--- src/rtl/md_audio_pkg.sv ---
// Shared types and helpers for the audio mixer: FSM states, accumulator sizing,
// unity-gain value and the output clamp.
package md_audio_pkg;

  typedef enum logic [1:0] {
    ST_IDLE,
    ST_ACC,
    ST_SAT
  } mix_state_t;

  // One extra bit covers the unsigned gain's sign extension and keeps the sum exact.
  function automatic int acc_width(input int iw, input int gw, input int nch);
    return iw + gw + $clog2(nch) + 1;
  endfunction

  function automatic int unity_gain(input int gw);
    return 1 << (gw - 1);
  endfunction

  function automatic longint sat_clamp(input longint v, input int ow);
    longint hi;
    longint lo;
    hi = (longint'(1) <<< (ow - 1)) - longint'(1);
    lo = -hi - longint'(1);
    if (v > hi) return hi;
    if (v < lo) return lo;
    return v;
  endfunction

endpackage

--- src/rtl/md_audio_sat.sv ---
// Combinational rescale of a mix accumulator: drop the gain fraction, apply the
// output shift, then clamp to the signed output range.
module md_audio_sat
  import md_audio_pkg::*;
#(
  parameter int AW     = 20,
  parameter int GW     = 8,
  parameter int OW     = 16,
  parameter int OSHIFT = 7
) (
  input  logic signed [AW-1:0] acc,
  output logic signed [OW-1:0] result
);

  longint shifted;
  longint clamped;

  always_comb begin
    shifted = (longint'(acc) >>> (GW - 1)) <<< OSHIFT;
    clamped = sat_clamp(shifted, OW);
    result  = clamped[OW-1:0];
  end

endmodule

--- src/rtl/md_audio_mixer.sv ---
// Sequential multi-channel stereo mixer: one channel per cycle is scaled by its
// left/right gain and accumulated, then the sums are rescaled and clamped.
module md_audio_mixer
  import md_audio_pkg::*;
#(
  parameter int          NCH       = 4,
  parameter int          IW        = 9,
  parameter int          GW        = 8,
  parameter int          OW        = 16,
  parameter int          OSHIFT    = 7,
  parameter logic [15:0] OFFS_MASK = 16'h0003
) (
  input  logic                 MCLK,
  input  logic                 reset_n,
  input  logic [NCH*IW-1:0]    ch_data,
  input  logic                 smp_stb,
  input  logic                 gain_we,
  input  logic [$clog2(NCH):0] gain_sel,
  input  logic [GW-1:0]        gain_wdata,
  output logic                 gain_rdy,
  output logic signed [OW-1:0] out_l,
  output logic signed [OW-1:0] out_r,
  output logic                 out_valid,
  output logic                 overrun,
  input  logic                 overrun_clr
);

  localparam int AW = acc_width(IW, GW, NCH);
  localparam int SW = $clog2(NCH) + 1;
  localparam int XW = (NCH > 1) ? $clog2(NCH) : 1;
  localparam logic [GW-1:0] UNITY = GW'(unity_gain(GW));

  mix_state_t           state;
  logic [XW-1:0]        idx;
  logic [NCH*IW-1:0]    data_reg;
  logic signed [AW-1:0] acc_l;
  logic signed [AW-1:0] acc_r;
  logic [GW-1:0]        gain_l [NCH];
  logic [GW-1:0]        gain_r [NCH];

  logic [SW-1:0]        sel_ch;
  logic [IW-1:0]        raw;
  logic signed [IW-1:0] sample;
  logic signed [AW-1:0] prod_l;
  logic signed [AW-1:0] prod_r;
  logic signed [OW-1:0] sat_l;
  logic signed [OW-1:0] sat_r;

  assign gain_rdy = (state == ST_IDLE);
  assign sel_ch   = gain_sel >> 1;

  // Offset-binary to two's complement is just an MSB flip.
  always_comb begin
    raw    = data_reg[int'(idx)*IW +: IW];
    sample = OFFS_MASK[idx] ? $signed({~raw[IW-1], raw[IW-2:0]}) : $signed(raw);
    prod_l = AW'(sample) * AW'($signed({1'b0, gain_l[idx]}));
    prod_r = AW'(sample) * AW'($signed({1'b0, gain_r[idx]}));
  end

  always_ff @(posedge MCLK) begin
    if (!reset_n) begin
      for (int i = 0; i < NCH; i++) begin
        gain_l[i] <= UNITY;
        gain_r[i] <= UNITY;
      end
    end else if (gain_we && state == ST_IDLE) begin
      for (int i = 0; i < NCH; i++) begin
        if (sel_ch == SW'(i)) begin
          if (gain_sel[0]) gain_r[i] <= gain_wdata;
          else             gain_l[i] <= gain_wdata;
        end
      end
    end
  end

  always_ff @(posedge MCLK) begin
    if (!reset_n) begin
      state     <= ST_IDLE;
      idx       <= '0;
      data_reg  <= '0;
      acc_l     <= '0;
      acc_r     <= '0;
      out_l     <= '0;
      out_r     <= '0;
      out_valid <= 1'b0;
      overrun   <= 1'b0;
    end else begin
      out_valid <= 1'b0;
      if (smp_stb && state != ST_IDLE) overrun <= 1'b1;
      else if (overrun_clr)            overrun <= 1'b0;
      case (state)
        ST_IDLE: begin
          if (smp_stb) begin
            data_reg <= ch_data;
            acc_l    <= '0;
            acc_r    <= '0;
            idx      <= '0;
            state    <= ST_ACC;
          end
        end
        ST_ACC: begin
          acc_l <= acc_l + prod_l;
          acc_r <= acc_r + prod_r;
          idx   <= idx + 1'b1;
          if (idx == XW'(NCH - 1)) state <= ST_SAT;
        end
        ST_SAT: begin
          out_l     <= sat_l;
          out_r     <= sat_r;
          out_valid <= 1'b1;
          state     <= ST_IDLE;
        end
        default: state <= ST_IDLE;
      endcase
    end
  end

  md_audio_sat #(.AW(AW), .GW(GW), .OW(OW), .OSHIFT(OSHIFT)) u_sat_l (
    .acc    (acc_l),
    .result (sat_l)
  );

  md_audio_sat #(.AW(AW), .GW(GW), .OW(OW), .OSHIFT(OSHIFT)) u_sat_r (
    .acc    (acc_r),
    .result (sat_r)
  );

endmodule

--- config.mk ---
export PLATFORM = sky130hd
export DESIGN_NAME = md_audio_mixer
export DESIGN_NICKNAME = d
export VERILOG_FILES = /design/src/rtl/md_audio_pkg.sv /design/src/rtl/md_audio_sat.sv /design/src/rtl/md_audio_mixer.sv
export SDC_FILE = /design/constraint.sdc
export NUM_CORES = 1
export LEC_CHECK = 0
export ABC_AREA = 1
export ABC_CLOCK_PERIOD_IN_PS = 5500
export CAP_MARGIN = 20
export CORE_UTILIZATION = 57
export CTS_BUF_LIST = sky130_fd_sc_hd__clkbuf_4
export CTS_CLUSTER_DIAMETER = 30
export DETAILED_ROUTE_END_ITERATION = 8
export GPL_ROUTABILITY_DRIVEN = 0
export GPL_TIMING_DRIVEN = 0
export PLACE_DENSITY = 0.8
export SKIP_LAST_GASP = 1
export SYNTH_ARGS = -nofsm -noshare
export SYNTH_HDL_FRONTEND = slang
export SYNTH_SLANG_ARGS = --single-unit
export TNS_END_PERCENT = 5
--- constraint.sdc ---
create_clock -name MCLK -period 5.5 [get_ports MCLK]
set_input_delay 0.55 -clock MCLK [delete_from_list [all_inputs] [get_ports MCLK]]
set_output_delay 0.55 -clock MCLK [all_outputs]
set_load 0.05 [all_outputs]
== Word-level counts from Yosys, hierarchy flattened ==
Memories as Yosys holds them, arrays and structs flattened. A register that Yosys moved wholly into a read port is not among the register bits.
Cells that the tools add are included.
Operators by class
  shifts and indexed selects: 1
  multiplexer cells: 75
  order comparisons: 5
  add/sub/neg operators: 3
  bitwise gates (word level): 9
  equal/unequal tests: 8
  div/mod/pow operators: 0
  reductions and logical operators: 10
  $mul: 3
Operators with widths (number)
  2-to-1 mux 16 bit: 6
  case mux 20 bit (2 select lines): 2
  2-to-1 mux 8 bit: 8
  2-to-1 mux 1 bit: 45
  adder 20 x 18 -> 20 bit: 2
  greater-than comparator 20 x 16 -> 1 bit, second input constant: 2
  less-than comparator 20 x 16 -> 1 bit, second input constant: 2
  multiplier 9 x 9 -> 18 bit: 2
  indexed part select 36 x 7 -> 9 bit: 1
  2-to-1 mux 15 bit: 2
  2-to-1 mux 20 bit: 1
  2-to-1 mux 2 bit: 7
  2-to-1 mux 9 bit: 1
  equality test 2 bit, second input constant: 4
  bitwise OR 1 bit: 8
  case mux 2 bit (2 select lines): 2
  multiplier 2 x 4 -> 6 bit, second input constant: 1
  AND reduction 2 bit: 3
  nonzero test 2 bit: 3
  less-than comparator 2 x 5 -> 1 bit, second input constant: 1
  equality test 2 x 1 -> 1 bit, second input constant: 2
  inequality test 2 bit, second input constant: 2
  zero test 3 bit: 1
  adder 2 x 1 -> 2 bit, second input constant: 1
  other kinds (4): 5
Word-level totals
  bits in read-only memories: 0
  input bits: 52
  memories kept: 2
  flip-flop bits (word level): 114
  output and inout port bits: 35
  latch bits: 0
  word-level logic and storage cells: 125
  memory bits (writable): 64
Memories
  gain_l: words 4, width 8, read ports 1, clocked after Yosys merged registers in 1, wr ports 4, line md_audio_mixer.sv:38  | logic [GW-1:0] gain_l [NCH];
  gain_r: words 4, width 8, read ports 1, clocked after Yosys merged registers in 1, wr ports 4, line md_audio_mixer.sv:39  | logic [GW-1:0] gain_r [NCH];

== Logic depth before layout (Yosys ltp) ==
Gate-level depths: netlist of run 1.
  word-level depth: 7
  gate-level depth with buffers: 29
  mapped depth without buffers: 28

== Cells and area by module ==
A second synthesis of run 1 with hierarchy kept.
Unflattened totals
  cell total of the unflattened synthesis: 1956
  area total of the unflattened synthesis: 15363.5 µm²
Modules (own cells, without submodules)
  md_audio_mixer: seq. area each 4244.1 µm², area an instance 15033.2 µm², cells an instance 1890, instances 1
  md_audio_sat: seq. area each 0.0 µm², area an instance 165.2 µm², cells an instance 33, instances 2

== Least setup slack after synthesis of run 1 ==
Ideal clock, no wire load.
  kind: flip-flop to flip-flop
  start point: register (tool-made name)
  end point: register acc_r[11]
  library setup time: 132 ps
  data arrival time: 5148 ps
  slack: 220 ps
  path buffers: 2
  required time: 5368 ps
  clock period less this slack: 5280 ps
  cell stages (with the launch flop): 25
  path through: dfxtp_1 inv_2 buf_4 buf_6 nand2_1 a32oi_2 inv_2 nor2_1 inv_1 fa_1 fa_1 inv_1 fa_1 fa_1 inv_1 fa_1 inv_1 ha_1 nand2_1 inv_1 a21oi_1 nand3_1 or2_2 nand3_1 a21oi_1
RTL lines
  to (signal assigned): line md_audio_mixer.sv:103  | acc_r <= acc_r + prod_r;
  to (decl): line md_audio_mixer.sv:37  | logic signed [AW-1:0] acc_r;

== Worst setup path in the final report of run 1 ==
  start point: register idx[0]
  end point: register acc_l[10]
On the way
  word-level cells in the longest chain between the ends: 7
  elaborated cells between the ends (all ways): 9
  those cells by class: add/sub (1); mul (2); shift (1); mux (4); bitwise (1)
Ends and longest elaborated chain
  from (decl): line md_audio_mixer.sv:34  | logic [XW-1:0] idx;
  from (signal assigned): line md_audio_mixer.sv:104  | idx <= idx + 1'b1;
  multiplier 2 x 4 -> 6 bit: line md_audio_mixer.sv:54  | raw = data_reg[int'(idx)*IW +: IW];
  indexed part select 36 x 7 -> 9 bit: line md_audio_mixer.sv:54
  NOT 1 bit: line md_audio_mixer.sv:55  | sample = OFFS_MASK[idx] ? $signed({~raw[IW-1], raw[IW-2:0]}) : $signed(raw);
  2-to-1 mux 9 bit (*): line md_audio_mixer.sv:55
  multiplier 9 x 9 -> 18 bit (*): line md_audio_mixer.sv:56  | prod_l = AW'(sample) * AW'($signed({1'b0, gain_l[idx]}));
  adder 20 x 18 -> 20 bit (*): line md_audio_mixer.sv:102  | acc_l <= acc_l + prod_l;
  case mux 20 bit (2 select lines) (*): line md_audio_mixer.sv:91  | case (state)
  to (signal assigned): line md_audio_mixer.sv:102
  to (decl): line md_audio_mixer.sv:36  | logic signed [AW-1:0] acc_l;
Every way passes the cells marked *; elsewhere a longest branch is shown, timed or not. The select of a mux whose other input is x is not followed.
A chain may end at the register's enable or synchronous reset.

==> summary.md, run 1 <==
| Metric | Value |
|---|---|
| Status | `completed` |
| Core area | `25,180 µm²` |
| Max Cap Viol | `0` |
| Number of buffers and inverters on the critical path | `6` |
| Placed insts | `2,283` |
| Top cell by count, worst path | `fa_1` |
| Clock sink total | `168` |
| CP Launch Type | `flop` |
| WL met2 | `19,590 µm` |
| Post-Syn Nets | `2,171` |
| M1 WL | `15,890 µm` |
| ANT nets after route | `0` |
| Final HPWL DP | `29,550 µm` |
| Die width | `162.3 µm` |
| Area share of the largest cell type after synthesis | `0.1913` |
| Setup crit end kind | `flop` |
| Drt total wl | `40,890 µm` |
| Number of buffers created by CTS | `17` |
| CP Max Fanout | `10` |
| Final Setup Violations | `0` |
| Ranking of synthesized cells by area | `fa_1, dfxtp_1, edfxtp_1` |
| Layout Area Growth over Synthesis | `18.57%` |
| Final Core Density | `0.6899` |
| DR vias | `13,110` |
| Fin crit period | `5.495 ns` |
| Sequential element share of the synthesized area | `0.2733` |
| Ys async rst share | `0` |
| Cell Pwr Density | `667.0 nW/µm²` |
| Residual DRC | `0` |
| Initial antenna violation count | `1` |
| Largest area contributor in the netlist | `fa_1` |
| Crit path max-delay family | `adder cells` |
| Post-layout worst setup margin | `0.005122 ns` |
| CTS Hold Buffers Added | `0` |
| Worst slew pin tran | `0.9649 ns` |
| Critical path required time | `5.96 ns` |
| Critical path class | `reg -> reg` |
| Largest register FFs | `36` |
| Fin cells | `2,361` |
| 1st-iter DRT viols | `1,103` |
| Mapped Cells | `1,868` |
| Drt pass-1 iters | `8` |
| Clk slew on worst S/H paths | `0.18 ns` |
| Die ar. | `26,350 µm²` |
| Yosys warns | `0` |
| First-pass GRT wire length | `61,430 µm` |
| Post-synth EDFFs | `64` |
| Standard-cell row count | `58` |
| Routed wire per std cell | `17.32 µm` |
| Hold Fails Final Rpt | `0` |
| Syn avg cell area | `7.843 µm²` |
| # IOs | `87` |
| CP max stage delay | `0.55 ns` |
| Crit-path cells | `buf_6 > buf_6 > a21oi_1 > a32oi_4 > buf_4 > nand2_1 > fa_1 > inv_1 > fa_1 > fa_1 > fa_1 > inv_1 > fa_1 > inv_1 > ha_4 > nand2_1 > nand2_1 > a21oi_2 > nand3_2 > or2_2 > nand3_1 > a21oi_1` |
| Initial Utilization | `0.5818` |
| CTS tree | `done` |
| Hold WC Path Type | `in -> reg` |
| Relative slew slack | `0.3567` |
| RSZ-0062 raised after global routing | `true` |
| Top FF cell, synth | `dfxtp_1` |
| Slew Viols, Final | `0` |
| Vias in the first global route | `12,480` |
| Number of synthesized register bits | `168` |
| DR WL met3 | `3520 µm` |
| Crit path arrival time | `5.95 ns` |
| Final period utilization | `0.9991` |
| GRT Overall Usage | `0.2984` |
| Max stage delay cell, worst path | `fa_1` |
| Placed Area | `15,920 µm²` |
| Chip height | `162.3 µm` |
| Fin area | `17,370 µm²` |
| Synth Cell Area | `14,650 µm²` |
| Clock Latency Late Sink | `0.62 ns` |
| Clock Root Buffer | `clkbuf_4` |
| Fmax | `182.0 MHz` |
| Gr ovfl total | `0` |
| Max layer used | `met4` |
| Distinct cells, synth | `38` |
| Lkg Pwr | `8.135 nW` |
| PortBufs | `85` |
| Post-DR vias/cell | `5.551` |
| H-tree Lvls | `4` |
| Hold slack | `0.4629 ns` |
| Peak supply drop | `598.4 µV` |
| Ratio of cells with drive above 1 in the final layout | `0.1419` |
| Post-place setup slack | `-0.5939 ns` |
| Worst Skew | `0.03792 ns` |
| Clock Tree Buf Depth | `2` |
| Post-layout nets | `2,320` |
| Largest net degree at the start of global routing | `20` |
## worst min-delay path: cells and delay by family
family	cells	cell delay, ns
buffers and inverters	1	0.27
AO/OA/AOI/OAI	2	0.21
## area by class of cell
| cell class | count | area [µm²] |
|---|---|---|
| Timing Repair Buffer | 130 | 1224 |
| Inverter | 361 | 1373 |
| Clock buffer | 17 | 127.6 |
| Tap cell | 330 | 412.9 |
| Fill cell | 1864 | 7810 |
| Multi-Input combinational cell | 1278 | 9619 |
| Clock inverter | 15 | 176.4 |
| Sequential cell | 168 | 4016 |
| Buffer | 61 | 420.4 |
| Antenna cell | 1 | 2.502 |
## synthesized netlist by cell type (6+ instances only)
cell      count
xnor2_1      10
ha_1        111
inv_1       340
or2_2        14
nand3_1      59
nor3_1       12
edfxtp_1     64
fa_1        140
buf_2        15
dfxtp_1     104
o21bai_1      8
nand2_1     365
a32oi_2      14
inv_2        21
a21oi_1     109
xor2_1       16
nor2_1      289
clkbuf_1     23
a32oi_1       6
buf_4        19
nand3b_1      8
o21ai_0      75
nor2_2       10
## power breakdown
part | switching, mW | total (mW) | internal (mW)
combinational | 5.53 | 9.31 | 3.79
sequential | 0.0780 | 1.48 | 1.40
clock | 0.583 | 0.799 | 0.216
total | 6.19 | 11.6 | 5.40
## logic make-up after synthesis
kind of cell             Yosys count  synth area share
AND/OR/NAND/NOR                  761            0.2085
flip-flops                       168            0.2733
adder cells (fa/ha/maj)          251            0.2861
AO/OA/AOI/OAI                    240            0.1013
XOR/XNOR                          26           0.01554
buffers and inverters            422            0.1153
## cells in the final DEF (no fill, tap or decap), drive strengths merged
cell and n:
a21boi 4, a21o 2, a21oi 111, a22oi 5, a32oi 20, a41oi 2, buf 81, clkbuf 42
clkdlybuf4s50 85, clkinv 7, clkinvlp 1, dfxtp 104, diode 1, edfxtp 64, fa 140, ha 111
inv 368, nand2 367, nand3 59, nand3b 8, nand4 2, nor2 299, nor3 12, o21a 1
o21ai 80, o21bai 10, o22ai 5, or2 14, xnor2 10, xor2 16
## worst paths after layout
kind | startpoint | to | slack, ns | cells past startpoint
max | idx[0] | acc_l[10] | 0.005 | 22
min | reset_n | data_reg[35] | 0.46 | 3
max reg2reg | idx[0] | acc_l[10] | 0.005 | 22
min reg2reg | out_l[14] | out_l[14] | 0.48 | 2
## stage by stage
stage	power [mW]	TNS [ns]
finish	11.59	0
global route	12.71	-1.900
CTS	10.07	-0.3244
detailed placement	9.008	-8.836
global placement	8.737	-6.138
floorplan	7.368	0
## timing repair
action	in CTS	in global routing
hold endpoints to repair	0	0
pin swaps	16	43
gates cloned	0	5
setup endpoints to repair	24	27
buffers inserted	10	29
resized for setup	49	121
## routing by layer
| layer | global-route usage | vias to the layer above |
|---|---|---|
| met3 | 0.04622 | 162 |
| met2 | 0.5021 | 728 |
| met1 | 0.3780 | 6128 |
| met4 | 0.1364 | 0 |
| li1 | - | 6087 |
| met5 | 0 | - |
(Power assumes the default switching activity.)
==> inputs of run 2 (changes only) <==
--- a/config.mk
+++ b/config.mk
@@ -8,13 +8,15 @@
 export ABC_AREA = 1
 export ABC_CLOCK_PERIOD_IN_PS = 5500
 export CAP_MARGIN = 20
-export CORE_UTILIZATION = 57
+export CORE_MARGIN = 2
+export CORE_UTILIZATION = 55
 export CTS_BUF_LIST = sky130_fd_sc_hd__clkbuf_4
 export CTS_CLUSTER_DIAMETER = 30
 export DETAILED_ROUTE_END_ITERATION = 8
 export GPL_ROUTABILITY_DRIVEN = 0
 export GPL_TIMING_DRIVEN = 0
-export PLACE_DENSITY = 0.8
+export PLACE_DENSITY = 0.77
+export SKIP_CTS_REPAIR_TIMING = 1
 export SKIP_LAST_GASP = 1
 export SYNTH_ARGS = -nofsm -noshare
 export SYNTH_HDL_FRONTEND = slang
==> summary.md, run 2 (same netlist as run 1, synthesis figures left out) <==
| Metric | Value |
|---|---|
| Status | `complete, but fails checks (was completed)` |
| Failing checks | `DRC` |
| Relative slew slack | `0.3793 (was 0.3567)` |
| H-tree Lvls | `4 (unchanged)` |
| Die width | `167.2 µm (was 162.3 µm)` |
| Initial antenna violation count | `1 (unchanged)` |
| Initial Utilization | `0.5607 (was 0.5818)` |
| Hold slack | `0.4755 ns (was 0.4629 ns)` |
| Max Cap Viol | `0 (unchanged)` |
| Largest register FFs | `36 (unchanged)` |
| Hold WC Path Type | `reg -> reg (was in -> reg)` |
| Standard-cell row count | `59 (was 58)` |
| Critical path class | `reg -> reg (unchanged)` |
| Most frequent cells in the layout | `nand2_1, inv_1, nor2_1 (unchanged)` |
| Routed wire per std cell | `16.70 µm (was 17.32 µm)` |
| First-pass GRT wire length | `59,800 µm (was 61,430 µm)` |
| Drt total wl | `39,650 µm (was 40,890 µm)` |
| Slew Viols, Final | `0 (unchanged)` |
| Final Setup Violations | `0 (unchanged)` |
| Number of buffers created by CTS | `17 (unchanged)` |
| Gr ovfl total | `0 (unchanged)` |
| Switching pwr | `6.171 mW (was 6.186 mW)` |
| Clk network pwr share | `0.065 (was 0.069)` |
| Crit-path cells | `inv_4 > buf_8 > a21oi_2 > a32oi_4 > buf_6 > nand2_1 > fa_1 > inv_1 > fa_1 > inv_2 > fa_1 > inv_1 > fa_1 > inv_1 > fa_1 > inv_1 > ha_4 > nand2_2 > nand2_2 > a21oi_2 > nand3_2 > or2_2 > nand3_1 > a21oi_2 (was buf_6 > buf_6 > a21oi_1 > a32oi_4 > buf_4 > nand2_1 > fa_1 > inv_1 > fa_1 > fa_1 > fa_1 > inv_1 > fa_1 > inv_1 > ha_4 > nand2_1 > nand2_1 > a21oi_2 > nand3_2 > or2_2 > nand3_1 > a21oi_1)` |
| Worst Skew | `0.02898 ns (was 0.03792 ns)` |
| Switching portion of total power | `0.5317 (was 0.5339)` |
| Clock Latency Late Sink | `0.62 ns (about the same)` |
| Peak supply drop | `511.4 µV (was 598.4 µV)` |
| Chip height | `167.2 µm (was 162.3 µm)` |
| Ratio of cells with drive above 1 in the final layout | `0.1589 (was 0.1419)` |
| Post-layout nets | `2,329 (was 2,320)` |
| RSZ-0062 raised after global routing | `true (unchanged)` |
| Crit path max-delay family | `adder cells (unchanged)` |
| Setup TNS | `0 ns (unchanged)` |
| CP max stage delay | `0.54 ns (was 0.55 ns)` |
| Crit path arrival time | `5.92 ns (was 5.95 ns)` |
| P_int | `5.435 mW (was 5.401 mW)` |
| 1st-iter DRT viols | `1,103 (unchanged)` |
| Setup crit end kind | `flop (unchanged)` |
| Top cell by count, worst path | `fa_1 (unchanged)` |
| Fin crit period | `5.433 ns (was 5.495 ns)` |
| Clk slew on worst S/H paths | `0.16 ns (was 0.18 ns)` |
| CP Max Fanout | `10 (unchanged)` |
| Reg power frac | `0.127 (about the same)` |
| Clock Tree Buf Depth | `2 (unchanged)` |
| Max stage delay cell, worst path | `fa_1 (unchanged)` |
| Lkg Pwr | `8.218 nW (was 8.135 nW)` |
| Cell Pwr Density | `657.8 nW/µm² (was 667.0 nW/µm²)` |
| GRT Overall Usage | `0.2663 (was 0.2984)` |
| DR vias | `12,800 (was 13,110)` |
| Gate power share | `0.808 (was 0.804)` |
| Post-DR vias/cell | `5.388 (was 5.551)` |
| Final period utilization | `0.9878 (was 0.9991)` |
| ANT nets after route | `0 (unchanged)` |
| Clock Root Buffer | `clkbuf_4 (unchanged)` |
| Layout Area Growth over Synthesis | `20.42% (was 18.57%)` |
| CP Launch Type | `flop (unchanged)` |
| PortBufs | `85 (unchanged)` |
| Vias in the first global route | `12,100 (was 12,480)` |
| Core area | `26,130 µm² (was 25,180 µm²)` |
| Most common library cell in the layout ignoring fill and taps | `nand2_1 (unchanged)` |
| Fmax | `184.1 MHz (was 182.0 MHz)` |
| Final HPWL DP | `29,600 µm (was 29,550 µm)` |
| Hold Fails Final Rpt | `0 (unchanged)` |
| Drt pass-1 iters | `8 (unchanged)` |
| Die ar. | `27,960 µm² (was 26,350 µm²)` |
| Number of buffers and inverters on the critical path | `8 (was 6)` |
| Worst slew pin tran | `0.9189 ns (was 0.9649 ns)` |
| # IOs | `87 (unchanged)` |
| Critical path required time | `5.98 ns (was 5.96 ns)` |
| Clock sink total | `168 (unchanged)` |
| CTS tree | `done (unchanged)` |
| Residual DRC | `6 (was 0)` |
| Largest net degree at the start of global routing | `19 (was 20)` |
run 2: cell count changes in the layout (fill, tap and decap cells not counted), moves of 5 or more:
| cell | previous run | this run |
|---|---|---|
| fa_1 | 132 | 127 |
| nand2_1 | 346 | 338 |
| nand2_4 | 2 | 7 |
| fa_2 | 8 | 13 |
| buf_2 | 11 | 6 |
| buf_4 | 53 | 61 |
run 2: area by class of cell:
| cell class | instances | area, µm² |
|---|---|---|
| antenna | 1 | 2.502 |
| buffer | 61 | 436.7 |
| clock buffer | 17 | 127.6 |
| clock inverter | 15 | 147.6 |
| fill | 2091 | 8489 |
| inverter | 361 | 1384 |
| multi-input combinational | 1278 | 9777 |
| sequential | 168 | 4016 |
| tap | 335 | 419.2 |
| timing repair buffer | 139 | 1333 |
run 2: path summary, 6_finish.rpt:
check,start,end,slack (ns),cells after the start
worst max-delay path,idx[1],acc_l[10],0.07,24
worst max register to register,idx[1],acc_l[10],0.07,24
worst min register to register,out_r[11],out_r[11],0.48,2
worst min-delay path,out_r[11],out_r[11],0.48,2
run 2: metrics by stage:
step / cell area, µm² / cells / setup WS [ns] / power [mW] / util
6_report: 17640 / 2375 / 0.06702 / 11.61 / 0.6751
2_1_floorplan: 14650 / 1868 / 0.2199 / 7.368 / -
3_3_place_gp: 15920 / 2288 / -0.4627 / 8.780 / 0.6093
4_1_cts: 16200 / 2321 / -0.5662 / 9.773 / 0.6201
5_1_grt: 17640 / 2375 / -0.1343 / 12.70 / 0.6751
3_5_place_dp: 15930 / 2289 / -0.5385 / 9.007 / 0.6095
run 2: worst register-to-register path: cells and delay by family, from the launching register on:
kind | cells | cell delay (ns)
simple gates | 6 | 0.72
fa+ha+maj | 6 | 2.79
buf+inv | 8 | 0.79
compound gates | 4 | 0.61
flops | 1 | 0.40
run 2: per-layer routing:
metal  routed length (µm)  track usage  vias to the layer above
met5                    0            0                        -
met4                 1171      0.08960                        0
met3                 3023      0.03545                       88
met1                16290       0.3603                     6032
li1                     -            -                     6107
met2                19170       0.4449                      569
run 2: power by group through the flow:
stage	Clock (mW)	Combinational, mW	Sequential, mW
2_1_floorplan	0	5.90	1.47
3_3_place_gp	0	7.28	1.50
3_5_place_dp	0	7.51	1.50
4_1_cts	0.750	7.55	1.47
5_1_grt	0.807	10.4	1.49
6_report	0.752	9.38	1.48
